==> src/rtl/fib_seq_ram_gen_if.sv <==
// rtl/fib_seq_ram_gen_if.sv - control, status and read-port bundle for the recurrence RAM generator
interface fib_seq_ram_gen_if #(
  parameter int WIDTH  = 16,
  parameter int ADDR_W = 4
);
  logic              start;
  logic [ADDR_W:0]   num;
  logic [WIDTH-1:0]  seed_a;
  logic [WIDTH-1:0]  seed_b;
  logic [ADDR_W-1:0] rd_addr;
  logic [WIDTH-1:0]  rd_data;
  logic              busy;
  logic              done;
  logic              ovf;
  logic [ADDR_W:0]   count;

  modport master (
    output start, num, seed_a, seed_b, rd_addr,
    input  rd_data, busy, done, ovf, count
  );

  modport slave (
    input  start, num, seed_a, seed_b, rd_addr,
    output rd_data, busy, done, ovf, count
  );
endinterface

==> src/rtl/fib_seq_ram_gen.sv <==
// rtl/fib_seq_ram_gen.sv - writes n terms of t(i)=t(i-1)+t(i-2) into a RAM, saturating on overflow
module fib_seq_ram_gen #(
  parameter int WIDTH  = 16,
  parameter int ADDR_W = 4
) (
  input logic              clk,
  input logic              rst,
  fib_seq_ram_gen_if.slave bus
);
  localparam int DEPTH = 1 << ADDR_W;
  localparam logic [ADDR_W:0] DEPTH_N = {1'b1, {ADDR_W{1'b0}}};
  localparam logic [ADDR_W:0] ONE_N   = {{ADDR_W{1'b0}}, 1'b1};

  typedef enum logic [1:0] {S_IDLE, S_RUN, S_FIN} state_t;

  state_t            state_q, state_d;
  logic [WIDTH-1:0]  mem [DEPTH];
  logic [WIDTH-1:0]  seed_a_q, seed_b_q, prev_q, cur_q, term, rd_data_q;
  logic [WIDTH:0]    sum;
  logic [ADDR_W:0]   n_q, n_in, count_q, count_inc;
  logic              ovf_q, accept, sat, we, busy, done;

  assign n_in      = (bus.num > DEPTH_N) ? DEPTH_N : bus.num;
  assign accept    = bus.start && ((state_q == S_IDLE) || (state_q == S_FIN));
  assign count_inc = count_q + ONE_N;
  assign sum       = {1'b0, prev_q} + {1'b0, cur_q};

  // Seeds bypass the adder; a saturated operand can only produce another saturated term.
  always_comb begin
    sat  = 1'b0;
    term = sum[WIDTH-1:0];
    if (count_q == '0) begin
      term = seed_a_q;
    end else if (count_q == ONE_N) begin
      term = seed_b_q;
    end else if (sum[WIDTH]) begin
      term = '1;
      sat  = 1'b1;
    end
  end

  always_ff @(posedge clk or posedge rst) begin
    if (rst) state_q <= S_IDLE;
    else     state_q <= state_d;
  end

  always_comb begin
    state_d = state_q;
    case (state_q)
      S_IDLE, S_FIN: if (accept) state_d = (n_in == '0) ? S_FIN : S_RUN;
      S_RUN:         if (count_inc == n_q) state_d = S_FIN;
      default:       state_d = S_IDLE;
    endcase
  end

  always_comb begin
    busy = (state_q == S_RUN);
    done = (state_q == S_FIN);
    we   = (state_q == S_RUN);
  end

  always_ff @(posedge clk or posedge rst) begin
    if (rst) begin
      seed_a_q <= '0;
      seed_b_q <= '0;
      prev_q   <= '0;
      cur_q    <= '0;
      n_q      <= '0;
      count_q  <= '0;
      ovf_q    <= 1'b0;
    end else if (accept) begin
      seed_a_q <= bus.seed_a;
      seed_b_q <= bus.seed_b;
      n_q      <= n_in;
      count_q  <= '0;
      ovf_q    <= 1'b0;
    end else if (we) begin
      count_q  <= count_inc;
      prev_q   <= cur_q;
      cur_q    <= term;
      ovf_q    <= ovf_q | sat;
    end
  end

  always_ff @(posedge clk) begin
    if (we) mem[count_q[ADDR_W-1:0]] <= term;
  end

  // Read-first: a same-edge write to rd_addr is seen on the following read.
  always_ff @(posedge clk or posedge rst) begin
    if (rst) rd_data_q <= '0;
    else     rd_data_q <= mem[bus.rd_addr];
  end

  assign bus.rd_data = rd_data_q;
  assign bus.busy    = busy;
  assign bus.done    = done;
  assign bus.ovf     = ovf_q;
  assign bus.count   = count_q;
endmodule

==> src/flat_wrapper.sv <==
// flat-port wrapper written by rule: the top's interface ports become plain ports
module fib_seq_ram_gen_flat 
#(
  parameter int WIDTH  = 16,
  parameter int ADDR_W = 4
)
  (clk, rst, bus_start, bus_num, bus_seed_a, bus_seed_b, bus_rd_addr, bus_rd_data, bus_busy, bus_done, bus_ovf, bus_count);
  fib_seq_ram_gen_if #(.WIDTH(WIDTH), .ADDR_W(ADDR_W)) bus_i ();
  input logic clk;
  input logic rst;
  input wire logic [$bits(bus_i.start)-1:0] bus_start;
  input wire logic [$bits(bus_i.num)-1:0] bus_num;
  input wire logic [$bits(bus_i.seed_a)-1:0] bus_seed_a;
  input wire logic [$bits(bus_i.seed_b)-1:0] bus_seed_b;
  input wire logic [$bits(bus_i.rd_addr)-1:0] bus_rd_addr;
  output wire logic [$bits(bus_i.rd_data)-1:0] bus_rd_data;
  output wire logic [$bits(bus_i.busy)-1:0] bus_busy;
  output wire logic [$bits(bus_i.done)-1:0] bus_done;
  output wire logic [$bits(bus_i.ovf)-1:0] bus_ovf;
  output wire logic [$bits(bus_i.count)-1:0] bus_count;
  assign bus_i.start = bus_start;
  assign bus_i.num = bus_num;
  assign bus_i.seed_a = bus_seed_a;
  assign bus_i.seed_b = bus_seed_b;
  assign bus_i.rd_addr = bus_rd_addr;
  assign bus_rd_data = bus_i.rd_data;
  assign bus_busy = bus_i.busy;
  assign bus_done = bus_i.done;
  assign bus_ovf = bus_i.ovf;
  assign bus_count = bus_i.count;
  fib_seq_ram_gen #(.WIDTH(WIDTH), .ADDR_W(ADDR_W)) u_core (.clk(clk), .rst(rst), .bus(bus_i));
endmodule
==> config.mk <==
export PLATFORM = sky130hd
export DESIGN_NAME = fib_seq_ram_gen_flat
export DESIGN_NICKNAME = d
export VERILOG_FILES = /design/src/rtl/fib_seq_ram_gen_if.sv /design/src/rtl/fib_seq_ram_gen.sv /design/src/flat_wrapper.sv
export SDC_FILE = /design/constraint.sdc
export NUM_CORES = 1
export LEC_CHECK = 0
export BUFFER_PORTS_ARGS = -buffer_cell sky130_fd_sc_hd__buf_2
export CAP_MARGIN = 5
export CORE_MARGIN = 5
export CORE_UTILIZATION = 55
export CTS_CLUSTER_SIZE = 30
export DETAILED_ROUTE_END_ITERATION = 7
export PLACE_DENSITY = 0.75
export SLEW_MARGIN = 20
export SYNTH_ARGS = -nofsm -noshare
export SYNTH_HDL_FRONTEND = slang
export SYNTH_SLANG_ARGS = --single-unit
export TNS_END_PERCENT = 100
==> constraint.sdc <==
create_clock -name clk -period 3.7 [get_ports clk]
set_input_delay 0.925 -clock clk [delete_from_list [all_inputs] [get_ports clk]]
set_output_delay 0.925 -clock clk [all_outputs]
set_load 0.05 [all_outputs]
==> flow_summary.ini, run 1 <==
[sta]
period_needed_ns = 2.99
final_max_slew_viol_count = 0
slew_headroom = 0.464
setup_viol = 0
post-route-period-util = 0.809
grt_setup_unrepaired = no
final-hold-violation-count = 0
whs_ns = 0.472
max_freq_mhz = 334
tns_ns = 0
skew_ns = 0.0223
tightest_slew_ns = 0.804

[placement]
io_buffers = 67
post-dp-hpwl_um = 18300
place_inst = 1333
place_congestion = 0.886

[synthesis]
synthTopCellsByArea = edfxtp_1, dfrtp_1, mux4_2
synth_top_area_frac = 0.531
syn_nets = 997
synth_area_per_cell_sq_um = 15.5
async_flop_share = 0.266
synth_cells = 932
ys_seq_elements = 349
yosysWarningCount = 0
synth_common_cells = edfxtp_1, nand2_1, dfrtp_1
synth_edf_count = 256
syn_area_sq_um = 14500
ys_types = 54
synth.most_common_cell = edfxtp_1
ys.flop_type = edfxtp_1
synth_top_area_cell = edfxtp_1
synth_seq_area_share = 0.692

[clocking]
cts_tree = built
clock_sinks = 349
cts_max_level = 2
cts_setup_buffers = 0
post_cts_resized = 0
root_buffer = clkbuf_16
clk-insertion-delay-late_ns = 0.52
cts_buffer_depth = 3
cts_buffers = 36
path_clk_slew_ns = 0.06
cts_hold_buffers = 0

[layout]
n_fill_cell = 1875
antenna_cells = 0
post-route-util = 0.639
syn2layout_area_growth_pct = 14.8
drive_above_1_share = 0.257
multiInputGateArea_sq_um = 4290
final_nets = 1101
ff_latch_area_sq_um = 10000
instances_no_fill = 1398

[global_routing]
grt_pass1_wl_um = 49600
grt_max_degree = 51
grt_pass1_vias = 8446
globalRouteOverflowTotal = 0
gr-usage-all-layers = 0.224
antenna_found_initial = 0

[floorplanning]
ios = 68
die-area_sq_um = 29700
row_count = 59
initial_core_util = 0.557
die_y_um = 172
core_sq_um = 26000
dieWidth_um = 172

[power]
ir_worst_vdd_uv = 742
intPower_mw = 11.2
cellLeakagePower_nw = 6.25
p_sw_frac = 0.364
combPwrFrac = 0.376
p_sw_mw = 6.40
clockPowerShare = 0.198
power_density_nw_per_um2 = 1060
sequentialPowerShare = 0.426
power.total_mw = 17.6

[detailed_routing]
viasPerCell = 5.96
drt_wl_total_um = 32200
drc = 0
via_count = 8328
routedWlPerCell_um = 23.1
drt_iter0_drc = 915
ant_nets = 0
drt-pass1-iter-count = 5

[worst_setup_path]
critPathSlowestCell = fa_1
end_kind = flop
required_ns = 3.95
worstPathArrival_ns = 3.24
crit_fanout = 16
crit_type = reg -> reg
path_cells = ha_1 -> fa_1 -> a211oi_2 -> o211ai_1 -> a31o_2 -> or3_1 -> o21ai_1 -> o31ai_1 -> buf_4
worst-path-buf-inv = 1
cp-start-kind = flop
cpLargestDelayFamily = compound AO/OA/AOI/OAI gates
max_stage_delay_ns = 0.44

[run_status]
outcome = finished clean

[hold_path]
hp-class = reg -> reg

[job]
maxCapViolCount = 0
worst paths after layout:
kind / to / cells past startpoint / slack (ns) / start
min in group asynchronous: u_core.bus.rd_data[9] / 2 / 0.52 / rst
setup / recovery: u_core.mem[6][12] / 9 / 0.71 / u_core.cur_q[0]
max in group asynchronous: u_core.cur_q[5] / 3 / 2.44 / rst
hold / removal: u_core.seed_a_q[5] / 2 / 0.47 / u_core.seed_a_q[5]
setup reg to reg: u_core.mem[6][12] / 9 / 0.71 / u_core.cur_q[0]
hold reg to reg: u_core.seed_a_q[5] / 2 / 0.47 / u_core.seed_a_q[5]
layer usage:
metal / share of wire / vias to the layer above / track usage
met5: 0 / - / 0
met2: 0.50 / 318 / 0.374
met1: 0.42 / 4229 / 0.325
met3: 0.063 / 37 / 0.0293
met4: 0.016 / 0 / 0.0461
li1: - / 3744 / -
power groups by stage:
stage,clock network [mW],logic (mW),registers [mW]
5_1_grt,3.71,7.25,7.60
4_1_cts,3.55,6.58,7.50
2_1_floorplan,0,4.04,7.65
3_3_place_gp,0,6.33,7.50
6_report,3.49,6.61,7.50
3_5_place_dp,0,6.56,7.55
cell type report:
type                       instances  share of cell area
clock buffer                      52              0.0603
clock inverter                    13             0.00814
inverter                           7             0.00173
multi-input combinational        530               0.258
sequential                       349               0.603
tap                              335              0.0252
timing repair buffer             112              0.0437
sequential cells by signal, summed over array words and instances (netlist names):
name / count
u_core.prev_q: 16
u_core.seed_a_q: 16
u_core.cur_q: 16
u_core.n_q: 5
u_core.bus.ovf: 1
u_core.bus.rd_data: 16
u_core.mem: 256
u_core.seed_b_q: 16
u_core.state_q: 2
u_core.bus.count: 5
worst reg2reg max path, delay by kind of cell, from the launching register on:
family	cells	cell delay, ns
fa+ha+maj	2	0.69
compound gates	5	1.05
buf+inv	1	0.20
flops	1	0.40
simple gates	1	0.39
through the flow:
stage	instance area [sq um]	worst slack, ns
floorplan	14500	0.355
global placement	15500	0.811
detailed placement	15500	0.735
CTS	16600	0.720
global route	16600	0.579
finish	16600	0.706
cells by family after synthesis:
group                      count (synthesis)  share of synthesized area
muxes                                     84                      0.127
adders and majority gates                 21                     0.0187
xor gates and xnor gates                  18                     0.0109
and+or+nand+nor                          285                     0.0810
DFF                                      349                      0.692
AOI/OAI and AO/OA                        122                     0.0548
buffers and inverters                     53                     0.0151
cell usage in the layout, fill, tap and decap left out, types with 4 or more instances in the layout:
cell type  synthesis  final
edfxtp_1         256    256
mux4_2            80     80
mux2i_1            4      4
o21ai_1            5      5
ha_1              20     20
clkbuf_16          0     36
buf_4              1     42
nand3_1            4      4
xor2_1             9      9
o22ai_1            9      9
o211ai_1           7      7
nand2b_1           5      4
nor2_1            53     37
xnor2_1            9      9
dfrtp_1           93     93
clkbuf_8           0      4
nor2_2             0     16
o221ai_1           5      5
nand3b_1           4      4
nand2_1          196    196
a31oi_1            5      5
inv_1              7      6
o21ai_0           17     17
clkinv_2           0      6
buf_2             13     66
o31ai_1           13     13
a21oi_1           37     37
clkbuf_1          25     12
buf_12             0      4
Power figures use the tool's default switching activity.
==> run 2, diff against run 1 <==
--- a/config.mk
+++ b/config.mk
@@ -11,7 +11,7 @@
 export CORE_UTILIZATION = 55
 export CTS_CLUSTER_SIZE = 30
 export DETAILED_ROUTE_END_ITERATION = 7
-export PLACE_DENSITY = 0.75
+export PLACE_DENSITY = 0.77
 export SLEW_MARGIN = 20
 export SYNTH_ARGS = -nofsm -noshare
 export SYNTH_HDL_FRONTEND = slang
==> constraint.sdc (replaced) <==
create_clock -name clk -period 2.41 [get_ports clk]
set_input_delay 0.6025 -clock clk [delete_from_list [all_inputs] [get_ports clk]]
set_output_delay 0.6025 -clock clk [all_outputs]
set_load 0.05 [all_outputs]
==> flow_summary.ini, run 2 (synthesis results as in run 1) <==
[run_status]
outcome = finished, violations left
violations = negative setup slack

[layout]
n_fill_cell = 1707
syn2layout_area_growth_pct = 23.1
final_common_cell = edfxtp_1
final_nets = 1185
instances_no_fill = 1480
largest_reg_flops = 256
drive_above_1_share = 0.342
antenna_cells = 0
layout_common_cells = edfxtp_1, nand2_1, buf_4, dfrtp_1, mux4_2

[sta]
layout_setup_ws_ns = -0.351
period_needed_ns = 2.76
post-route-period-util = 1.15
whs_ns = 0.0340
skew_ns = 0.0123
tns_ns = -61.43
max_freq_mhz = 362
final_max_slew_viol_count = 0
tightest_slew_ns = 0.616
grt_setup_unrepaired = yes
slew_headroom = 0.589
final-hold-violation-count = 0
setup_viol = 271

[placement]
post-dp-hpwl_um = 20500
place_congestion = 0.871
io_buffers = 67
place_inst = 1395

[clocking]
root_buffer = clkbuf_16
cts_buffers = 34
clk-insertion-delay-late_ns = 0.52
cts_tree = built
clock_sinks = 349
cts_buffer_depth = 3
cts_max_level = 2
path_clk_slew_ns = 0.06

[worst_setup_path]
required_ns = 2.68
worst-path-buf-inv = 1
worstPathArrival_ns = 3.03
r2r_start = u_core.cur_q[0]
path_cells = ha_2 -> fa_2 -> a211oi_2 -> o211ai_1 -> a31o_2 -> or3_4 -> o21ai_4 -> o31ai_4 -> buf_12
cp.depth = 9
end_kind = flop
critPathLaunch = u_core.cur_q[0]
cpLargestDelayFamily = compound AO/OA/AOI/OAI gates
crit_fanout = 16
max_stage_delay_ns = 0.39
cp-start-kind = flop
critPathSlowestCell = dfrtp_1
crit_type = reg -> reg
reg2regPathDepth = 9

[detailed_routing]
viasPerCell = 6.03
drc = 0
via_count = 8918
drt_wl_total_um = 35800
ant_nets = 0
drt_iter0_drc = 774
routedWlPerCell_um = 24.2
drt-pass1-iter-count = 5

[floorplanning]
die_y_um = 172
die-area_sq_um = 29700
core_sq_um = 26000
ios = 68
dieWidth_um = 172
row_count = 59
initial_core_util = 0.557

[job]
maxCapViolCount = 0

[global_routing]
grt_max_degree = 55
grt_pass1_vias = 9282
globalRouteOverflowTotal = 0
gr-usage-all-layers = 0.248
grt_pass1_wl_um = 54600
antenna_found_initial = 0

[hold_path]
hp-class = in -> async
-- run 2: routing by layer --
layer,wire [um],vias to the layer above,track usage
li1,-,3907,-
met1,13500,4482,0.330
met2,18600,460,0.428
met3,2770,69,0.0364
met4,968,0,0.0813
met5,0,-,0
-- run 2: final cells by class --
class / count / area, sq um / area share
multi-input combinational: 530 / 4630 / 0.260
clock inverter: 14 / 120 / 0.00674
timing repair buffer: 198 / 1630 / 0.0914
inverter: 7 / 30.0 / 0.00169
sequential: 349 / 10000 / 0.562
clock buffer: 47 / 972 / 0.0546
tap: 335 / 419 / 0.0235
-- run 2: through the flow --
step	instance area, sq um	utilization	worst slack, ns
final	17800	0.686	-0.351
after global routing	17800	0.686	-0.442
after floorplan	14600	-	-0.138
after detailed placement	16100	0.620	-0.569
after CTS	17700	0.683	-0.292
after global placement	16100	0.620	-0.385
-- run 2: final timing paths --
check                                             end  slack [ns]
worst min register to register     u_core.seed_b_q[3]        0.48
min in group clk                   u_core.seed_b_q[9]        0.27
worst max-delay path               u_core.mem[12][12]       -0.35
worst max register to register     u_core.mem[12][12]       -0.35
worst min-delay path            u_core.bus.rd_data[2]        0.03
max in group asynchronous             u_core.cur_q[4]        1.66
-- run 2: what timing repair did --
item	4_1_cts	5_1_grt
endpoints found under the setup margin	269	272
resized for setup	30	3
hold endpoints to repair	0	0
setup buffers	19	4
pin swaps	22	1
cloned	1	0
hold buffers	0	0
Power of run 2 is not shown: default switching activity piles up to over one toggle a cycle in this logic, so the estimate is an artifact.
==> run 3, diff against run 2 <==
--- a/config.mk
+++ b/config.mk
@@ -5,6 +5,7 @@
 export SDC_FILE = /design/constraint.sdc
 export NUM_CORES = 1
 export LEC_CHECK = 0
+export ABC_AREA = 1
 export BUFFER_PORTS_ARGS = -buffer_cell sky130_fd_sc_hd__buf_2
 export CAP_MARGIN = 5
 export CORE_MARGIN = 5
==> flow_summary.ini, run 3 <==
[floorplanning]
ios = 68
die_y_um = 177
row_count = 61
initial_core_util = 0.553
die-area_sq_um = 31200
core_sq_um = 27600
dieWidth_um = 177

[sta]
period_needed_ns = 2.33
max_freq_mhz = 429
post-route-period-util = 0.968
tns_ns = 0
slew_headroom = 0.628
final_max_slew_viol_count = 0
setup_viol = 0
final-hold-violation-count = 0
tightest_slew_ns = 0.558
skew_ns = 0.0276

[synthesis]
syn_area_sq_um = 15300
ys.flop_type = edfxtp_1
async_flop_share = 0.266
syn_nets = 1407
synth_area_per_cell_sq_um = 11.4
synth_common_cells = nand2_1, edfxtp_1, inv_1
synth_edf_count = 256
synth_cells = 1342
ys_types = 40
synthTopCellsByArea = edfxtp_1, dfrtp_1, nand2_1
synth_seq_area_share = 0.656
synth.most_common_cell = nand2_1
synth_top_area_cell = edfxtp_1
ys_seq_elements = 349
synth_top_area_frac = 0.503
yosysWarningCount = 0

[layout]
layout_common_cells = nand2_1, edfxtp_1, inv_1, dfrtp_1, o21ai_0
largest_reg_flops = 256
antenna_cells = 0
final_common_cell = nand2_1
drive_above_1_share = 0.185
syn2layout_area_growth_pct = 16.1
final_nets = 1516

[worst_setup_path]
crit_type = reg -> reg
crit_fanout = 17
required_ns = 2.61
end_kind = flop
worstPathArrival_ns = 2.53
cp-start-kind = flop

[detailed_routing]
drt_iter0_drc = 891
viasPerCell = 5.49
drt_wl_total_um = 35300
drc = 0
routedWlPerCell_um = 19.0
drt-pass1-iter-count = 5
via_count = 10200
ant_nets = 0

[power]
ir_worst_vdd_uv = 1040
power.total_mw = 24.3
power_density_nw_per_um2 = 1370
cellLeakagePower_nw = 7.54

[clocking]
cts_max_level = 2
root_buffer = clkbuf_16
clock_sinks = 349
cts_tree = built
cts_buffer_depth = 3
cts_buffers = 36
clk-insertion-delay-late_ns = 0.52
path_clk_slew_ns = 0.06
cts_hold_buffers = 0

[global_routing]
met2_usage = 0.397
globalRouteOverflowTotal = 0
grt_max_degree = 94
grt_pass1_vias = 10200
gr-usage-all-layers = 0.226
grt_pass1_wl_um = 54600
antenna_found_initial = 1
grtUsageMet3 = 0.0365
busiest_layer = met2
grtUsageMet1 = 0.289

[run_status]
outcome = finished clean

[placement]
io_buffers = 67
place_congestion = 0.936
post-dp-hpwl_um = 21700

[job]
maxCapViolCount = 0

[hold_path]
hp-class = in -> async
-- run 3: cell types whose count changed after synthesis, sizes merged, moves of 13 or more --
cell and delta:
a21oi +37, o21ai +75, nand2 +154, o31ai -13
mux2i +60, o211ai +57, nand3 +47, mux4 -80
inv +126
-- run 3: through the flow --
stage	hold WS [ns]	cells	util	setup WS, ns	area [sq um]
after global placement	0.452	1785	0.593	0.00332	16400
after CTS	0.236	1848	0.637	0.00404	17600
after detailed placement	0.454	1785	0.593	-0.0631	16400
after floorplan	0.434	1342	-	0.171	15300
after global routing	0.271	1854	0.642	-0.0222	17700
final	0.213	1854	0.642	0.0764	17700
-- run 3: logic make-up after synthesis --
logic type      after synthesis  share of synthesized area
simple gates                454                      0.129
buf+inv                     195                     0.0528
fa+ha+maj                    21                     0.0177
flops                       349                      0.656
compound gates              245                     0.0950
mux                          64                     0.0419
xor+xnor                     14                    0.00803
-- run 3: cell type report --
cell class / count / area [sq um]
inverters: 133 / 503
repair buffers: 133 / 985
clock buffers: 39 / 912
flip-flops and latches: 349 / 10000
clock inverters: 24 / 262
fillers: 2107 / 9890
well taps: 378 / 473
multi-input cells: 798 / 4590
-- run 3: final timing paths --
| check | from | endpoint | slack, ns | cells past startpoint |
|---|---|---|---|---|
| max | u_core.prev_q[0] | u_core.mem[14][7] | 0.08 | 11 |
| min | rst | u_core.bus.rd_data[7] | 0.21 | 3 |
| max reg2reg | u_core.prev_q[0] | u_core.mem[14][7] | 0.08 | 11 |
| min reg2reg | u_core.seed_b_q[4] | u_core.seed_b_q[4] | 0.46 | 2 |
| max in group asynchronous | rst | u_core.n_q[3] | 1.78 | 3 |
| min in group clk | bus_seed_a[5] | u_core.seed_a_q[5] | 0.29 | 3 |
-- run 3: what timing repair did --
action / 4_1_cts / 5_1_grt
gates resized for setup: 5 / 15
gates cloned: 0 / 2
endpoints found under the setup margin: 62 / 272
endpoints found under the hold margin: 0 / 0
buffers inserted: 0 / 5
pin swaps: 0 / 10
-- run 3: worst max-delay path, cell delays in order (launching register included) --
cell and delay [ns]:
dfrtp_1 0.38, ha_2 0.20, fa_2 0.38, nand2_2 0.07, nand2_2 0.07, nand3_2 0.09
nand2_2 0.08, nand2_4 0.10, nand3_4 0.11, buf_4 0.17, nor2_1 0.19, o21ai_4 0.17
-- run 3: report_power, final --
part,internal [mW],switching (mW)
sequential,9.55,0.520
clock,3.28,2.19
combinational,2.72,6.02
total,15.6,8.73
-- run 3: routing by layer --
layer  vias up  part of all wire
li1       4820                 -
met4         2             0.029
met1      4936              0.40
met3        63             0.068
met2       362              0.50
met5         -           0.00057
